**src/rtl/uart_tx_packet_framer.sv**
```systemverilog
// uart_tx_packet_framer: wraps an upstream byte stream as SOF, length, payload, checksum for uart_tx6
module uart_tx_packet_framer #(
  parameter logic [7:0] SOF_BYTE  = 8'hA5,
  parameter int         LEN_WIDTH = 8
) (
  input  logic                 clk,
  input  logic                 rst,
  input  logic                 start,
  input  logic [LEN_WIDTH-1:0] payload_len,
  input  logic [7:0]           in_data,
  input  logic                 in_write,
  output logic                 in_full,
  output logic [7:0]           out_data,
  output logic                 out_write,
  input  logic                 out_full,
  output logic                 busy,
  output logic                 done
);
  typedef enum logic [2:0] {IDLE, SOF, LEN, PAYLOAD, CHK, GAP, DONE} state_t;
  state_t               state, state_n, ret, ret_n;
  logic [7:0]           hold, hold_n, checksum, checksum_n, data_n;
  logic                 hold_valid, hold_valid_n, wr_n, acc;
  logic [LEN_WIDTH-1:0] remaining, remaining_n;
  // state, holding register and registered outputs; outputs derive from next-state values
  always_ff @(posedge clk) begin
    if (rst) begin
      state      <= IDLE;
      ret        <= IDLE;
      hold       <= '0;
      hold_valid <= 1'b0;
      checksum   <= '0;
      remaining  <= '0;
      out_data   <= '0;
      out_write  <= 1'b0;
      in_full    <= 1'b1;
      busy       <= 1'b0;
      done       <= 1'b0;
    end else begin
      state      <= state_n;
      ret        <= ret_n;
      hold       <= hold_n;
      hold_valid <= hold_valid_n;
      checksum   <= checksum_n;
      remaining  <= remaining_n;
      out_data   <= data_n;
      out_write  <= wr_n;
      in_full    <= (state_n != PAYLOAD) | hold_valid_n;
      busy       <= (state_n != IDLE) && (state_n != DONE);
      done       <= state_n == DONE;
    end
  end
  // next-state: every emitted byte is followed by one GAP cycle so uart_tx6 full can settle
  always_comb begin
    state_n      = state;
    ret_n        = ret;
    hold_n       = hold;
    hold_valid_n = hold_valid;
    checksum_n   = checksum;
    remaining_n  = remaining;
    wr_n         = 1'b0;
    data_n       = out_data;
    acc          = in_write & ~in_full;
    case (state)
      IDLE: if (start) begin
        state_n     = SOF;
        remaining_n = payload_len;
        checksum_n  = '0;
      end
      SOF: if (!out_full) begin
        wr_n    = 1'b1;
        data_n  = SOF_BYTE;
        state_n = GAP;
        ret_n   = LEN;
      end
      LEN: if (!out_full) begin
        wr_n       = 1'b1;
        data_n     = 8'(remaining);
        checksum_n = 8'(remaining);
        state_n    = GAP;
        ret_n      = remaining == '0 ? CHK : PAYLOAD;
      end
      PAYLOAD: begin
        if (acc) begin
          checksum_n  = checksum + in_data;
          remaining_n = remaining - LEN_WIDTH'(1);
        end
        if ((hold_valid | acc) & ~out_full) begin
          wr_n         = 1'b1;
          data_n       = hold_valid ? hold : in_data;
          hold_valid_n = 1'b0;
          state_n      = GAP;
          ret_n        = remaining_n == '0 ? CHK : PAYLOAD;
        end else if (acc) begin
          hold_n       = in_data;
          hold_valid_n = 1'b1;
        end
      end
      CHK: if (!out_full) begin
        wr_n    = 1'b1;
        data_n  = ~checksum + 8'd1;
        state_n = GAP;
        ret_n   = DONE;
      end
      GAP:     state_n = ret;
      DONE:    state_n = IDLE;
      default: state_n = IDLE;
    endcase
  end
endmodule
```
**config.mk**
```make
export PLATFORM = sky130hd
export DESIGN_NAME = uart_tx_packet_framer
export DESIGN_NICKNAME = d
export VERILOG_FILES = /design/src/rtl/uart_tx_packet_framer.sv
export SDC_FILE = /design/constraint.sdc
export NUM_CORES = 1
export LEC_CHECK = 0
export ABC_AREA = 1
export CORE_UTILIZATION = 50
export CTS_CLUSTER_SIZE = 14
export DETAILED_ROUTE_END_ITERATION = 7
export MAX_ROUTING_LAYER = met4
export PLACE_DENSITY = 0.74
export SLEW_MARGIN = 30
export SYNTH_ARGS = -nofsm -noshare
export SYNTH_HDL_FRONTEND = slang
export SYNTH_SLANG_ARGS = --single-unit
```
**constraint.sdc**
```tcl
create_clock -name clk -period 1.8 [get_ports clk]
set_input_delay 0.54 -clock clk [delete_from_list [all_inputs] [get_ports clk]]
set_output_delay 0.54 -clock clk [all_outputs]
set_load 0.005 [all_outputs]
```
==> flow_metrics.py, run 1 <==
metrics = {
    "global_route": {
        "grt_max_degree": 21,
        "grt_antenna_before_repair": 0,
        "grt_first_pass_wirelength_um": 12400,
        "grt_pass1_vias": 2773,
        "grt_usage": 0.302,
        "grt_overflow": 0,
    },
    "cells_and_area": {
        "final_cell_mix": "91 x nand2_1, 48 x buf_4, 42 x inv_1, 40 x dfxtp_1, 34 x nor2_1",
        "postLayoutCoreUtil": 0.712,
        "layout.nets": 511,
        "final_common_cell": "nand2_1",
        "drive_above_1_share": 0.242,
        "syn_to_final_growth_pct": 35.7,
        "fillers": 454,
        "antenna_cells": 0,
    },
    "route": {
        "drt-initial-drc-count": 211,
        "firstDrtPassIters": 5,
        "ant_nets": 0,
        "dr_total_vias": 3016,
        "viasPerCell": 5.48,
        "drt-wirelength-per-cell_um": 14.6,
        "drt_wl_total_um": 8040,
        "route.detailed.drc": 0,
    },
    "power_and_ir_drop": {
        "p_total_mw": 2.43,
        "ir_worst_vdd_v": 0.000364,
        "power.leakage_nw": 1.67,
        "powerDensity_mw_per_mm2": 658,
    },
    "sta": {
        "setup_viol": 1,
        "hold_violations": 0,
        "period_minus_slack_ns": 1.82,
        "max_slew_margin": 0.767,
        "fin_hold_ws_ns": 0.469,
        "finalCritPeriodShare": 1.01,
        "setup-tns-final_ns": -0.0183,
        "slew_violations": 0,
        "clock_skew_ns": 0.0113,
        "worst_slack_ns": -0.0183,
        "worstMarginPinSlew_ns": 0.344,
        "clock.fmax_ghz": 0.550,
    },
    "floorplanning": {
        "die_x_um": 75.7,
        "ios": 33,
        "die_y_um": 75.7,
        "die_area_mm2": 0.00573,
        "core_area_mm2": 0.00517,
        "core.rowCount": 26,
        "start_util": 0.525,
    },
    "yosys": {
        "synth-seq-cells": 43,
        "syn_nets": 431,
        "yosys_warnings": 0,
        "yosysUniqueCellTypes": 41,
        "synth_area_mm2": 0.00272,
        "syn_area_per_cell_um2": 6.81,
        "async_reset_ff_frac": 0,
        "synth_edf_count": 0,
        "synthCells": 399,
        "synth_ff_type": "dfxtp_1",
        "yosysSeqAreaShare": 0.317,
    },
    "setup_path": {
        "end_kind": "flip-flop",
        "cp-start-kind": "input port",
        "crit_fanout": 4,
        "crit_type": "input port to flip-flop",
        "cp.required_ns": 2.03,
        "arrival_ns": 2.05,
    },
    "placed_design": {
        "dp_hpwl_um": 5890,
        "gp_congestion": 0.944,
        "pre_cts_slack_ns": -0.516,
        "numPortBuffers": 32,
    },
    "clock_tree": {
        "h-tree-depth": 2,
        "cts_buffers": 5,
        "cts_tree": "done",
        "clock_sinks": 43,
        "cts-root-buf": "clkbuf_8",
        "clock_latency_ns": 0.31,
        "clk_pin_slew_worst_paths_ns": 0.08,
        "cts.hold.buffers_added": 0,
        "clockBufferDepth": 2,
    },
    "run_status": {
        "outcome": "finished with violations",
        "violations": "negative setup slack",
    },
    "flow_run": {
        "max_cap_violations": 0,
    },
    "min_path": {
        "hold_path.class": "flip-flop to flip-flop",
    },
}
[synth_stat cells, types with 2 or more instances]
master     n  area [um2]
nor2_4     5        56.3
nor2_1    39         146
nor2_2     4        25.0
a21oi_2    2        17.5
inv_1     43         161
nand4_1    8        50.1
clkbuf_1   3        11.3
buf_2      3        15.0
o31ai_1    2        15.0
inv_2      7        26.3
a221oi_1   4        35.0
o22ai_1    2        12.5
ha_1      10         125
a31oi_1    8        50.1
nand2_1   92         345
inv_4      2        12.5
nand2_2    4        25.0
a21oi_1   24         120
or2_2      4        25.0
nand3_1   25         125
buf_6      3        33.8
o21ai_1   14        70.1
xor2_1     5        43.8
o211ai_1   7        52.6
dfxtp_1   43         861
o21ai_0   21         105
[logic make-up (layout without fill, tap and decap cells)]
group                      count (synthesis)  after routing  share of synthesized area
xor gates and xnor gates                   5              5                     0.0161
adders and majority gates                 11             11                     0.0534
buffers and inverters                     63            144                      0.100
DFF                                       43             43                      0.317
and+or+nand+nor                          186            186                      0.314
AOI/OAI and AO/OA                         91             91                      0.200
[cell type report]
type / instances / area, um2 / area share
clock buffer: 6 / 72.6 / 0.0197
clock inverter: 2 / 12.5 / 0.00340
inverter: 53 / 204 / 0.0553
multi-input combinational: 293 / 1710 / 0.464
sequential: 43 / 865 / 0.235
tap: 70 / 87.6 / 0.0238
timing repair buffer: 83 / 734 / 0.199
[sequential cells by signal, indices dropped and copies added, names as in the netlist]
register    count
in_full         1
checksum        8
hold            8
hold_valid      1
remaining       8
done            1
ret             3
out_data        8
state           3
out_write       1
busy            1
[where the power goes]
part           total [mW]  leakage [nW]  switching, mW  internal, mW
sequential           1.06         0.350         0.0562          1.01
clock               0.629        0.0412          0.357         0.272
combinational       0.732          1.28          0.400         0.332
total                2.43          1.67          0.814          1.61
[timing repair]
action	4_1_cts	5_1_grt
buffers inserted	0	1
gates resized for setup	20	20
setup endpoints to repair	13	11
pin swaps	12	8
[through the flow]
step | std cells | cell area [um2]
2_1_floorplan | 399 | 2720
3_3_place_gp | 541 | 3460
3_5_place_dp | 541 | 3460
4_1_cts | 549 | 3610
5_1_grt | 550 | 3680
6_report | 550 | 3680
[path summary, 6_finish.rpt]
kind | from | end | slack [ns] | depth (start not counted)
min reg2reg | out_data[4]$_SDFFE_PP0P_ | out_data[4]$_SDFFE_PP0P_ | 0.47 | 2
max | in_data[0] | checksum[4]$_SDFFE_PP0P_ | -0.02 | 8
max reg2reg | remaining[1]$_SDFFE_PP0P_ | ret[1]$_SDFFE_PP0P_ | 0.11 | 13
min | out_data[4]$_SDFFE_PP0P_ | out_data[4]$_SDFFE_PP0P_ | 0.47 | 2
[worst max-delay path: stages]
cell and delay, ns:
dlygate4sd2_1 0.25, ha_2 0.19, fa_2 0.38, a31oi_2 0.23, xor2_1 0.09, o21ai_1 0.16, nand2_1 0.06, a21oi_1 0.15
[per-layer routing]
metal | GRT usage | wire [um] | share of wire
met3 | 0.0516 | 458 | 0.057
met1 | 0.350 | 3400 | 0.42
met4 | 0.154 | 265 | 0.033
met5 | - | 0 | 0
met2 | 0.502 | 3920 | 0.49
Power figures use the tool's default switching activity.
==> inputs of run 2 (changes only) <==
CAP_MARGIN = 10   (was default)
==> results of run 2 <==
The final DEF is identical to that of run 1; final timing and power are the same.
